[src/rtl/aibcr3_dll_code_ctrl_if.sv]
// Control, phase-detector and code signals between the DLL code controller and its environment.
// The master side drives the enables, detector pulses and load codes; the slave side drives the delay code and status.
interface aibcr3_dll_code_ctrl_if;
    logic       dll_en;
    logic       pd_up;
    logic       pd_dn;
    logic [6:0] init_code;
    logic       ovr_en;
    logic [6:0] ovr_code;
    logic [6:0] grey;
    logic [6:0] code_bin;
    logic       lock;
    logic [1:0] state;
    logic       at_min;
    logic       at_max;

    modport master (
        output dll_en, pd_up, pd_dn, init_code, ovr_en, ovr_code,
        input  grey, code_bin, lock, state, at_min, at_max
    );

    modport slave (
        input  dll_en, pd_up, pd_dn, init_code, ovr_en, ovr_code,
        output grey, code_bin, lock, state, at_min, at_max
    );
endinterface

[src/rtl/aibcr3_dll_code_ctrl.sv]
// DLL delay-code controller: rate-limited, saturating up/down index with Gray-coded output, lock detection and override.
// All outputs are registered, so they change one clock after the inputs that cause them.
module aibcr3_dll_code_ctrl #(
    parameter int unsigned UPD_DIV    = 8,
    parameter int unsigned LOCK_CNT   = 4,
    parameter int unsigned UNLOCK_RUN = 4,
    parameter int unsigned MAX_IDX    = 64
) (
    input  logic                        CLKIN,
    input  logic                        RST,
    aibcr3_dll_code_ctrl_if.slave       bus
);

    typedef enum logic [1:0] {
        S_IDLE  = 2'b00,
        S_ACQ   = 2'b01,
        S_TRACK = 2'b10,
        S_OVR   = 2'b11
    } state_t;

    localparam logic [6:0] MAX_CODE = 7'(MAX_IDX);
    localparam logic [3:0] DIV_LAST = 4'(UPD_DIV - 1);
    localparam logic [3:0] LOCK_N   = 4'(LOCK_CNT);
    localparam logic [3:0] UNLOCK_N = 4'(UNLOCK_RUN);

    state_t     r_state, w_state;
    logic [6:0] r_code,  w_code;
    logic [6:0] r_grey,  w_grey;
    logic       r_lock,  w_lock;
    logic       r_at_min, r_at_max;
    logic [3:0] r_div,   w_div;
    logic [3:0] r_rev,   w_rev;
    logic [3:0] r_run,   w_run;
    logic       r_last_vld, w_last_vld;
    logic       r_last_up,  w_last_up;

    logic       w_tick;
    logic       w_step_up;
    logic       w_step_dn;
    logic       w_step;
    logic       w_rev_step;

    function automatic logic [6:0] f_clamp(input logic [6:0] v);
        return (v > MAX_CODE) ? MAX_CODE : v;
    endfunction

    // Saturated requests are dropped here so they behave exactly like a hold.
    assign w_tick     = (r_div == DIV_LAST);
    assign w_step_up  = w_tick && bus.pd_up && !bus.pd_dn && (r_code != MAX_CODE);
    assign w_step_dn  = w_tick && bus.pd_dn && !bus.pd_up && (r_code != 7'd0);
    assign w_step     = w_step_up || w_step_dn;
    assign w_rev_step = w_step && r_last_vld && (r_last_up != w_step_up);

    always_comb begin
        w_state    = r_state;
        w_code     = r_code;
        w_lock     = r_lock;
        w_div      = r_div;
        w_rev      = r_rev;
        w_run      = r_run;
        w_last_vld = r_last_vld;
        w_last_up  = r_last_up;

        if (!bus.dll_en) begin
            w_state = S_IDLE;
            w_lock  = 1'b0;
        end else begin
            case (r_state)
                S_IDLE: begin
                    w_lock = 1'b0;
                    if (bus.ovr_en) begin
                        w_state = S_OVR;
                    end else begin
                        w_code     = f_clamp(bus.init_code);
                        w_div      = 4'd0;
                        w_rev      = 4'd0;
                        w_run      = 4'd0;
                        w_last_vld = 1'b0;
                        w_state    = S_ACQ;
                    end
                end
                S_ACQ, S_TRACK: begin
                    if (bus.ovr_en) begin
                        w_state = S_OVR;
                        w_code  = f_clamp(bus.ovr_code);
                        w_lock  = 1'b0;
                    end else begin
                        w_div = w_tick ? 4'd0 : r_div + 4'd1;
                        if (w_step) begin
                            w_code     = w_step_up ? r_code + 7'd1 : r_code - 7'd1;
                            w_last_vld = 1'b1;
                            w_last_up  = w_step_up;
                            if (r_state == S_ACQ) begin
                                if (w_rev_step) begin
                                    w_rev = r_rev + 4'd1;
                                    if (r_rev + 4'd1 == LOCK_N) begin
                                        w_state = S_TRACK;
                                        w_lock  = 1'b1;
                                        w_run   = 4'd1;
                                    end
                                end
                            end else if (w_rev_step) begin
                                w_run = 4'd1;
                            end else begin
                                w_run = r_run + 4'd1;
                                // A long one-sided run means the loop has lost phase.
                                if (r_run + 4'd1 == UNLOCK_N) begin
                                    w_state = S_ACQ;
                                    w_lock  = 1'b0;
                                    w_rev   = 4'd0;
                                    w_run   = 4'd0;
                                end
                            end
                        end
                    end
                end
                S_OVR: begin
                    w_lock = 1'b0;
                    if (bus.ovr_en) begin
                        w_code = f_clamp(bus.ovr_code);
                    end else begin
                        w_state    = S_ACQ;
                        w_div      = 4'd0;
                        w_rev      = 4'd0;
                        w_run      = 4'd0;
                        w_last_vld = 1'b0;
                    end
                end
                default: w_state = S_IDLE;
            endcase
        end
    end

    assign w_grey = w_code ^ (w_code >> 1);

    always_ff @(posedge CLKIN or posedge RST) begin
        if (RST) begin
            r_state    <= S_IDLE;
            r_code     <= 7'd0;
            r_grey     <= 7'd0;
            r_lock     <= 1'b0;
            r_at_min   <= 1'b1;
            r_at_max   <= 1'b0;
            r_div      <= 4'd0;
            r_rev      <= 4'd0;
            r_run      <= 4'd0;
            r_last_vld <= 1'b0;
            r_last_up  <= 1'b0;
        end else begin
            r_state    <= w_state;
            r_code     <= w_code;
            r_grey     <= w_grey;
            r_lock     <= w_lock;
            r_at_min   <= (w_code == 7'd0);
            r_at_max   <= (w_code == MAX_CODE);
            r_div      <= w_div;
            r_rev      <= w_rev;
            r_run      <= w_run;
            r_last_vld <= w_last_vld;
            r_last_up  <= w_last_up;
        end
    end

    assign bus.grey     = r_grey;
    assign bus.code_bin = r_code;
    assign bus.lock     = r_lock;
    assign bus.state    = r_state;
    assign bus.at_min   = r_at_min;
    assign bus.at_max   = r_at_max;

endmodule

[src/flat_wrapper.sv]
// flat-port wrapper written by rule: the top's interface ports become plain ports
module aibcr3_dll_code_ctrl_flat 
#(
    parameter int unsigned UPD_DIV    = 8,
    parameter int unsigned LOCK_CNT   = 4,
    parameter int unsigned UNLOCK_RUN = 4,
    parameter int unsigned MAX_IDX    = 64
)
  (CLKIN, RST, bus_dll_en, bus_pd_up, bus_pd_dn, bus_init_code, bus_ovr_en, bus_ovr_code, bus_grey, bus_code_bin, bus_lock, bus_state, bus_at_min, bus_at_max);
  aibcr3_dll_code_ctrl_if bus_i ();
  input  logic CLKIN;
  input  logic RST;
  input wire logic [$bits(bus_i.dll_en)-1:0] bus_dll_en;
  input wire logic [$bits(bus_i.pd_up)-1:0] bus_pd_up;
  input wire logic [$bits(bus_i.pd_dn)-1:0] bus_pd_dn;
  input wire logic [$bits(bus_i.init_code)-1:0] bus_init_code;
  input wire logic [$bits(bus_i.ovr_en)-1:0] bus_ovr_en;
  input wire logic [$bits(bus_i.ovr_code)-1:0] bus_ovr_code;
  output wire logic [$bits(bus_i.grey)-1:0] bus_grey;
  output wire logic [$bits(bus_i.code_bin)-1:0] bus_code_bin;
  output wire logic [$bits(bus_i.lock)-1:0] bus_lock;
  output wire logic [$bits(bus_i.state)-1:0] bus_state;
  output wire logic [$bits(bus_i.at_min)-1:0] bus_at_min;
  output wire logic [$bits(bus_i.at_max)-1:0] bus_at_max;
  assign bus_i.dll_en = bus_dll_en;
  assign bus_i.pd_up = bus_pd_up;
  assign bus_i.pd_dn = bus_pd_dn;
  assign bus_i.init_code = bus_init_code;
  assign bus_i.ovr_en = bus_ovr_en;
  assign bus_i.ovr_code = bus_ovr_code;
  assign bus_grey = bus_i.grey;
  assign bus_code_bin = bus_i.code_bin;
  assign bus_lock = bus_i.lock;
  assign bus_state = bus_i.state;
  assign bus_at_min = bus_i.at_min;
  assign bus_at_max = bus_i.at_max;
  aibcr3_dll_code_ctrl #(.UPD_DIV(UPD_DIV), .LOCK_CNT(LOCK_CNT), .UNLOCK_RUN(UNLOCK_RUN), .MAX_IDX(MAX_IDX)) u_core (.CLKIN(CLKIN), .RST(RST), .bus(bus_i));
endmodule
[config.mk]
export PLATFORM = sky130hd
export DESIGN_NAME = aibcr3_dll_code_ctrl_flat
export DESIGN_NICKNAME = d
export VERILOG_FILES = /design/src/rtl/aibcr3_dll_code_ctrl_if.sv /design/src/rtl/aibcr3_dll_code_ctrl.sv /design/src/flat_wrapper.sv
export SDC_FILE = /design/constraint.sdc
export NUM_CORES = 1
export LEC_CHECK = 0
export ABC_AREA = 1
export CAP_MARGIN = 20
export CORE_MARGIN = 3
export CORE_UTILIZATION = 55
export CTS_CLUSTER_DIAMETER = 80
export DETAILED_ROUTE_END_ITERATION = 6
export GPL_TIMING_DRIVEN = 0
export HOLD_SLACK_MARGIN = 0.03
export PLACE_DENSITY = 0.84
export SYNTH_ARGS = -nofsm -noshare
export SYNTH_HDL_FRONTEND = slang
export SYNTH_SLANG_ARGS = --single-unit
[constraint.sdc]
create_clock -name CLKIN -period 3.4 [get_ports CLKIN]
set_clock_uncertainty 0.2 [all_clocks]
set_input_delay 0.34 -clock CLKIN [delete_from_list [all_inputs] [get_ports CLKIN]]
set_output_delay 0.34 -clock CLKIN [all_outputs]
set_load 0.01 [all_outputs]
Word level (Yosys, flattened, before mapping)
Cells that the tools add are included.

Bits in registers: 33. Input bits: 20.

Magnitude comparators: 2. Reductions and logical operators: 23. Eq/ne operators: 22. Add/subtract/negate cells: 5. Bitwise logic cells: 2. Muxes and demuxes: 52.

Operators with widths (count): 4-bit two-way mux (16); 7-bit two-way mux (8); 4-bit case mux with 2 select lines (3); 7-bit case mux with 3 select lines (1); 2-bit two-way mux (10); 7-bit > comparator (second input constant) (2); 4-bit by 1-bit adder with 4-bit output (second input constant) (3); 4-bit by 3-bit equality test with 1-bit output (second input constant) (3); 6-bit AND reduction (2); 1-bit two-way mux (11); 5-bit != test (second input constant) (2); 3-bit != test (second input constant) (3); 1-bit logical AND (8); 4-bit AND reduction (2); 7-bit by 1-bit adder with 7-bit output (second input constant) (1); 7-bit equality test (second input constant) (1); 7-bit zero test (1); 7-bit != test (second input constant) (1); 7-bit AND reduction (1); 7-bit nonzero test (1); 7-bit by 1-bit subtractor with 7-bit output (second input constant) (1); 7-bit by 6-bit bitwise XOR with 7-bit output (1); 2-bit case mux with 3 select lines (1); 5-bit by 3-bit != test with 1-bit output (second input constant) (1); 17 further kinds (22).

Depth between registers and ports, before layout
Gate-level depths: netlist of run 1.

Depth in word-level cells: 13. Gate-level depth with buffers: 20. Mapped depth without buffers: 20.

Worst setup path after synthesis of run 1
Ideal clock, no wire load.

Path type: reg2reg. From: reg u_core.r_code[5], in the netlist u_core.bus.code_bin[5]. To: reg u_core.r_at_min, in the netlist u_core.bus.at_min. Arrival: 2.579 ns. Stages on the path, launching flop included: 20. Setup time: 0.067 ns. Path slack: 0.554 ns. Clock period less this slack: 2.846 ns. Cells stage by stage: dfrtp_1 nor2_2 nand2_2 o21ai_4 ha_1 nand2_1 nand2_1 inv_1 nand2_1 or2_2 nand3_1 nand3_1 nand3_1 nand3_1 nand2_1 nand2_1 inv_1 ha_1 nand3_1 nor2_1.

Cells in the longest elaborated chain, start to end: 8. Elaborated cells on any way between the ends: 15.

Ends and longest elaborated chain: start: declaration (RTL line aibcr3_dll_code_ctrl.sv:27) `logic [6:0] r_code, w_code;`; start signal: assignment (RTL line aibcr3_dll_code_ctrl.sv:151) `r_code <= w_code;`; 7-bit != test or 7-bit nonzero test (tied branches) (RTL line aibcr3_dll_code_ctrl.sv:49, aibcr3_dll_code_ctrl.sv:50); 1-bit logical AND, on equally long branches (RTL line aibcr3_dll_code_ctrl.sv:49, aibcr3_dll_code_ctrl.sv:50); 7-bit two-way mux or 1-bit logical OR (tied branches) (RTL line aibcr3_dll_code_ctrl.sv:90, aibcr3_dll_code_ctrl.sv:51); 7-bit two-way mux * (RTL line aibcr3_dll_code_ctrl.sv:89) `if (w_step) begin`; 7-bit two-way mux * (RTL line aibcr3_dll_code_ctrl.sv:83) `if (bus.ovr_en) begin`; 7-bit case mux with 3 select lines * (RTL line aibcr3_dll_code_ctrl.sv:68) `case (r_state)`; 7-bit two-way mux * (RTL line aibcr3_dll_code_ctrl.sv:64) `if (!bus.dll_en) begin`; net u_core.w_code[3] (RTL line aibcr3_dll_code_ctrl.sv:27); 7-bit zero test * (RTL line aibcr3_dll_code_ctrl.sv:154) `r_at_min <= (w_code == 7'd0);`; end signal: assignment (RTL line aibcr3_dll_code_ctrl.sv:154); end: declaration (RTL line aibcr3_dll_code_ctrl.sv:30) `logic r_at_min, r_at_max;`.

Mark *: on every way through the listed nets, which the timed path passes. The rest lies on a longest branch. A chain may end at the register's enable or synchronous reset.

Worst setup path in the final report of run 1
From: reg u_core.r_code[3], in the netlist u_core.bus.code_bin[3]. To: reg u_core.r_at_max, in the netlist u_core.bus.at_max.

Cells in the longest elaborated chain, start to end: 8. Elaborated cells on any way between the ends: 15.

Ends and longest elaborated chain: parallel branches: the longest is 6 deep, another holds 7-bit by 1-bit subtractor with 7-bit output; 7-bit two-way mux * (RTL line aibcr3_dll_code_ctrl.sv:64); net u_core.w_code[3] (RTL line aibcr3_dll_code_ctrl.sv:27); 7-bit equality test * (RTL line aibcr3_dll_code_ctrl.sv:155) `r_at_max <= (w_code == MAX_CODE);`; end signal: assignment (RTL line aibcr3_dll_code_ctrl.sv:155); end: declaration (RTL line aibcr3_dll_code_ctrl.sv:30).

Mark *: on every way through the listed nets, which the timed path passes.

==> results of run 1 <==
## path summary, 6_finish.rpt
check | slack (ns) | depth (start not counted) | endpoint
max | 0.27 | 19 | u_core.bus.at_max
min | 0.17 | 2 | u_core.bus.grey[3]
max reg2reg | 0.27 | 19 | u_core.bus.at_max
min reg2reg | 0.32 | 2 | u_core.r_run[3]
max in group asynchronous | 2.29 | 3 | u_core.bus.at_min
min in group CLKIN | 0.32 | 2 | u_core.r_run[3]
## routing by layer
metal  vias up  global-route usage, %  part of all wire, %
met5         -                      0                    0
met4         0                  9.881                  3.3
met3        30                  5.270                  4.9
met2        90                  42.44                   49
met1      1237                  30.65                   42
li1       1303                      -                    -
## registers in the layout, indices dropped and copies added (netlist names), 2 cells and up
name / count
u_core.bus.code_bin: 7
u_core.bus.grey: 6
u_core.r_div: 4
u_core.r_rev: 4
u_core.r_run: 4
u_core.bus.state: 2
## area by class of cell
| class | count | area [µm²] | share of cell area (%) |
|---|---|---|---|
| Sequential cell | 32 | 804.5 | 25.01 |
| Buffer | 8 | 36.28 | 1.128 |
| Clock inverter | 1 | 5.005 | 0.1556 |
| Timing Repair Buffer | 42 | 430.4 | 13.38 |
| Clock buffer | 7 | 76.32 | 2.373 |
| Tap cell | 52 | 65.06 | 2.023 |
| Multi-Input combinational cell | 282 | 1624 | 50.49 |
| Inverter | 46 | 175.2 | 5.445 |
## per-stage QoR
stage          power (mW)  util (%)  cell area, µm²
5_1_grt             2.682     72.38            3217
4_1_cts             2.384     70.58            3137
3_5_place_dp        2.082     68.75            3055
6_report            2.452     72.38            3217
3_3_place_gp        2.031     68.13            3028
2_1_floorplan       1.603         -            2582
## power groups by stage
stage | clock network [mW] | registers, mW | logic (mW)
floorplan | 0 | 0.684 | 0.919
global placement | 0 | 0.677 | 1.35
detailed placement | 0 | 0.685 | 1.40
CTS | 0.287 | 0.677 | 1.42
global route | 0.301 | 0.708 | 1.67
finish | 0.286 | 0.692 | 1.47
## critical path, cell delays in order (launching register included)
cell and delay [ns]:
dfrtp_2 0.48, nor2_1 0.13, nand2_2 0.13, o21ai_4 0.34, ha_1 0.30, nand2_1 0.06, inv_1 0.04, nand2_1 0.05
nand2_1 0.06, or2_2 0.26, nand3_1 0.10, nand3_1 0.09, nand3_1 0.10, nand3_1 0.07, nand2_1 0.11, nand2_1 0.10
inv_1 0.07, ha_1 0.13, nand3_1 0.10, nor2_1 0.14
## cells by family (layout without fill, tap and decap cells)
logic type / count (synthesis) / in the layout
buffers and inverters: 54 / 104
xor gates and xnor gates: 7 / 7
DFF: 32 / 32
adders and majority gates: 20 / 20
and+or+nand+nor: 185 / 185
AOI/OAI and AO/OA: 69 / 70
## placed cells by master (no fill, tap or decap), types with 5 or more instances in the layout
master	n
clkbuf_8	5
nor2_1	28
o21ai_1	9
a21oi_1	22
dfrtp_1	29
nand4_1	6
inv_1	43
o21ai_2	5
o21ai_0	19
clkdlybuf4s50_1	38
ha_1	15
clkbuf_1	6
nand3_1	31
nand2_1	102
## what timing repair did
action | in CTS | in global routing
setup buffers | 0 | 3
endpoints found under the setup margin | 0 | 3
resized for setup | 0 | 8
==> results.json, run 1 <==
{
  "io_buffers": 38,
  "die-area_um2": 5554,
  "worstPathMaxFanout": 7,
  "synth-seq-cells": 32,
  "wl_per_cell_um": 13.93,
  "p_leak_nw": 1.560,
  "status": "finished clean",
  "drc_errors": 0,
  "synthFlopType": "dfrtp_1",
  "clkLatencyLatePin_ns": 0.29,
  "drive_above_1_share_pct": 11.48,
  "setup_viol": 0,
  "pwr-share-seq_pct": 28.2,
  "synth_top_family_by_area": "simple AND/OR/NAND/NOR gates",
  "dp_slack_ns": 0.07897,
  "sw_frac_of_total_pct": 47.51,
  "synthTopCellsByCount": "103 x nand2_1, 43 x inv_1, 31 x dfrtp_1, 31 x nand3_1, 28 x nor2_1",
  "rows": 24,
  "syn_to_final_growth_pct": 24.56,
  "synth_simple_gate_area_share_pct": 31.64,
  "nFillCells": 373,
  "final.setup.worst_slack_ns": 0.2658,
  "grt_pass1_wl_mm": 10.85,
  "fmax_mhz": 319.1,
  "synth_top_area_share_pct": 30.04,
  "syn-cell-area_um2": 2582,
  "gp_congestion": 0.9051,
  "drv_cap": 0,
  "end_kind": "flop",
  "place_inst": 458,
  "slew_violations": 0,
  "cts_tree": "built",
  "synth_compound_area_share_pct": 16.47,
  "yosys-top-cells-area": "dfrtp_1 30%, nand2_1 15%, ha_1 9.2%, inv_1 6.3%, nand3_1 6.0%",
  "postRouteAntennaNets": 0,
  "antenna_found_initial": 0,
  "clock-sinks": 32,
  "rr_startpoint": "u_core.bus.code_bin[3]",
  "crit_arrival_ns": 3.14,
  "grt_overflow": 0,
  "synthXorXnorAreaFrac_pct": 2.665,
  "slew_headroom_pct": 62.77,
  "yosys.area_share.adder_pct": 9.981,
  "yosys_warnings": 0,
  "tightest_slew_ns": 0.5585,
  "dr.pass1.iters": 5,
  "vdd_drop_max_v": 0.0004626,
  "seq_area_frac_synth_pct": 31.06,
  "p_per_area_nw_per_um2": 762.4,
  "hold-worst-slack_ns": 0.1685,
  "die_h_um": 74.53,
  "synth_cell_type_count": 42,
  "via_per_inst": 5.660,
  "nets": 457,
  "finalCritPeriodShare_pct": 92.18,
  "synth_edf_count": 0,
  "crit_required_ns": 3.41,
  "synth_most_common_cell": "nand2_1",
  "start_kind": "flop",
  "switching_power_mw": 1.165,
  "cts_root_buffer": "clkbuf_8",
  "drtIter0Drc": 277,
  "grt_max_degree": 24,
  "final_cells": 470,
  "yosysTopAreaCell": "dfrtp_1",
  "num_vias": 2660,
  "clkPwrFrac_pct": 11.7,
  "die_w_um": 74.53,
  "ios": 39,
  "rsz0062_at_grt": "no",
  "fin_setup_tns_ns": 0,
  "fin_crit_ns": 3.134,
  "power_frac_comb_pct": 60.1,
  "synth.avg_cell_area_um2": 7.037,
  "synthArstFlopShare_pct": 100.0,
  "track_usage_pct": 24.91,
  "finalHoldViolations": 0,
  "cts_htree_levels": 2,
  "syn-num-nets": 407,
  "critPathLaunch": "u_core.bus.code_bin[3]",
  "num_antenna_cells": 0,
  "hold_path.class": "primary input to asynchronous set/reset pin",
  "grt_pass1_vias": 2507,
  "synthMuxAreaShare_pct": 0,
  "core-area_um2": 4444,
  "dp_hpwl_mm": 4.868,
  "clk_pin_slew_ns": 0.06,
  "syn_inst": 367,
  "wirelength_mm": 6.549,
  "p_int_mw": 1.287,
  "crit_type": "flop to flop",
  "holdBufCountCts": 0,
  "clock_path_buffers": 2,
  "start_util_pct": 58.11,
  "cts-buffers-inserted": 5
}
No activity file was read; power rests on OpenSTA's default activity.
==> run 2, diff against run 1 <==
--- a/config.mk
+++ b/config.mk
@@ -6,14 +6,15 @@
 export NUM_CORES = 1
 export LEC_CHECK = 0
 export ABC_AREA = 1
-export CAP_MARGIN = 20
+export CAP_MARGIN = 0
 export CORE_MARGIN = 3
 export CORE_UTILIZATION = 55
 export CTS_CLUSTER_DIAMETER = 80
 export DETAILED_ROUTE_END_ITERATION = 6
 export GPL_TIMING_DRIVEN = 0
 export HOLD_SLACK_MARGIN = 0.03
-export PLACE_DENSITY = 0.84
+export MAX_ROUTING_LAYER = met4
+export PLACE_DENSITY = 0.77
 export SYNTH_ARGS = -nofsm -noshare
 export SYNTH_HDL_FRONTEND = slang
 export SYNTH_SLANG_ARGS = --single-unit
==> run 2 against run 1 <==
  * Power rose by 2.4%
  * Via count fell by 5.3%
  * Flip-flop and latch count did not move
  * Sequential share of layout area rose by 0.15 points
  * Worst setup slack got worse by 0.021 ns
  * Register-to-register slack got worse by 0.02 ns
  * Largest cell class unchanged
==> results.json, run 2 (same netlist as run 1, synthesis figures left out) <==
{
  "status": "finished clean",
  "cts-buffers-inserted": 5,
  "num_antenna_cells": 0,
  "drv_cap": 0,
  "nFillCells": 388,
  "met3_length_um": 304,
  "grt_max_degree": 33,
  "rows": 24,
  "dr.pass1.iters": 4,
  "critPathLaunch": "u_core.r_div[0]",
  "dp_hpwl_mm": 4.911,
  "tightest_slew_ns": 1.182,
  "fin_setup_tns_ns": 0,
  "nets": 456,
  "final_cells": 469,
  "die-area_um2": 5554,
  "holdBufCountCts": 0,
  "topRoutingLayerUsed": "met4",
  "clock_path_buffers": 2,
  "antenna_found_initial": 0,
  "layout_commonest_cell": "nand2_1",
  "wl_met2_mm": 3.074,
  "place_inst": 457,
  "num_vias": 2519,
  "die_w_um": 74.53,
  "gp_congestion": 0.9700,
  "clkLatencyLatePin_ns": 0.29,
  "slew_headroom_pct": 21.08,
  "largest_reg_flops": 7,
  "p_leak_nw": 1.567,
  "utilization_pct": 71.73,
  "drtIter0Drc": 148,
  "via_per_inst": 5.371,
  "vdd_drop_max_v": 0.0005621,
  "cts_root_buffer": "clkbuf_8",
  "rr_startpoint": "u_core.r_div[0]",
  "cts_tree": "built",
  "grt_pass1_wl_mm": 10.54,
  "finalCritPeriodShare_pct": 92.81,
  "clk_pin_slew_ns": 0.07,
  "start_kind": "flop",
  "wl_met1_mm": 3.032,
  "start_util_pct": 58.11,
  "postRouteAntennaNets": 0,
  "p_per_area_nw_per_um2": 787.8,
  "setup_viol": 0,
  "track_usage_pct": 25.62,
  "hold_path.class": "flop to flop",
  "worstPathMaxFanout": 5,
  "cts_htree_levels": 2,
  "end_kind": "flop",
  "slew_violations": 0,
  "grt_overflow": 0,
  "io_buffers": 38,
  "finalHoldViolations": 0,
  "clock-sinks": 32,
  "drive_above_1_share_pct": 10.07,
  "core-area_um2": 4444,
  "fmax_mhz": 316.9,
  "wl_per_cell_um": 13.82,
  "wirelength_mm": 6.480,
  "grt_pass1_vias": 2300,
  "drc_errors": 0,
  "fin_crit_ns": 3.155,
  "rsz0062_at_grt": "no",
  "hp-start": "u_core.bus.lock",
  "crit_type": "flop to flop",
  "die_h_um": 74.53,
  "ios": 39,
  "crit_required_ns": 3.41,
  "final_cell_mix": "103 x nand2_1, 43 x inv_1, 38 x clkdlybuf4s50_1",
  "syn_to_final_growth_pct": 23.45,
  "crit_arrival_ns": 3.17
}
-- run 2: metrics by stage --
stage | hold slack [ns] | cell area, µm² | total power, mW | setup WS (ns)
final | 0.2932 | 3188 | 2.512 | 0.2446
after global routing | 0.3245 | 3188 | 2.734 | 0.003816
after CTS | 0.2975 | 3154 | 2.512 | 0.09720
after detailed placement | 0.2793 | 3028 | 2.084 | 0.1171
after global placement | 0.2786 | 3028 | 2.054 | 0.1342
after floorplan | 0.2555 | 2582 | 1.603 | 0.5539
-- run 2: cell type report --
| class | count | area [µm²] | share of cell area [%] |
|---|---|---|---|
| buffer | 8 | 36.28 | 1.138 |
| clock buffer | 7 | 96.34 | 3.022 |
| clock inverter | 1 | 30.03 | 0.9419 |
| inverter | 46 | 175.2 | 5.495 |
| multi-input combinational | 282 | 1580 | 49.57 |
| sequential | 32 | 802.0 | 25.16 |
| tap | 52 | 65.06 | 2.041 |
| timing repair buffer | 41 | 402.9 | 12.64 |
-- run 2: worst paths after layout --
check                                    end  slack [ns]  cells past startpoint
max                        u_core.bus.at_max        0.24                     20
min                          u_core.bus.lock        0.29                      2
max reg2reg                u_core.bus.at_max        0.24                     20
min reg2reg                  u_core.bus.lock        0.29                      2
max in group asynchronous    u_core.r_run[0]        1.83                      2
min in group asynchronous    u_core.r_run[3]        0.47                      2
-- run 2: what timing repair did --
item	4_1_cts	5_1_grt
hold endpoints to repair	0	0
buffers inserted	0	3
setup endpoints to repair	0	3
resized for setup	0	1
-- run 2: layer usage --
metal  vias up  track usage [%]
met2        52            40.78
met1      1165            33.61
met4         0            6.522
li1       1296                -
met3         6            4.865
met5         -                -
-- run 2: worst max-delay path: stages, from the launching register on --
cell,delay [ns]
dfrtp_1,0.41
ha_2,0.23
nand3_2,0.13
nor2_4,0.15
o21ai_4,0.10
ha_1,0.35
nand2_1,0.09
nand2_1,0.06
inv_1,0.05
nand2_1,0.05
or2_2,0.27
nand3_1,0.09
nand3_1,0.09
nand3_1,0.10
nand3_1,0.07
nand2_1,0.10
nand2_1,0.09
inv_1,0.06
ha_1,0.13
nand3_1,0.10
nor2_1,0.15
-- run 2: report_power, final --
group	leakage [nW]	internal, mW	switching (mW)
sequential	0.410	0.519	0.163
combinational	1.09	0.586	0.842
clock	0.0645	0.258	0.144
total	1.57	1.36	1.15
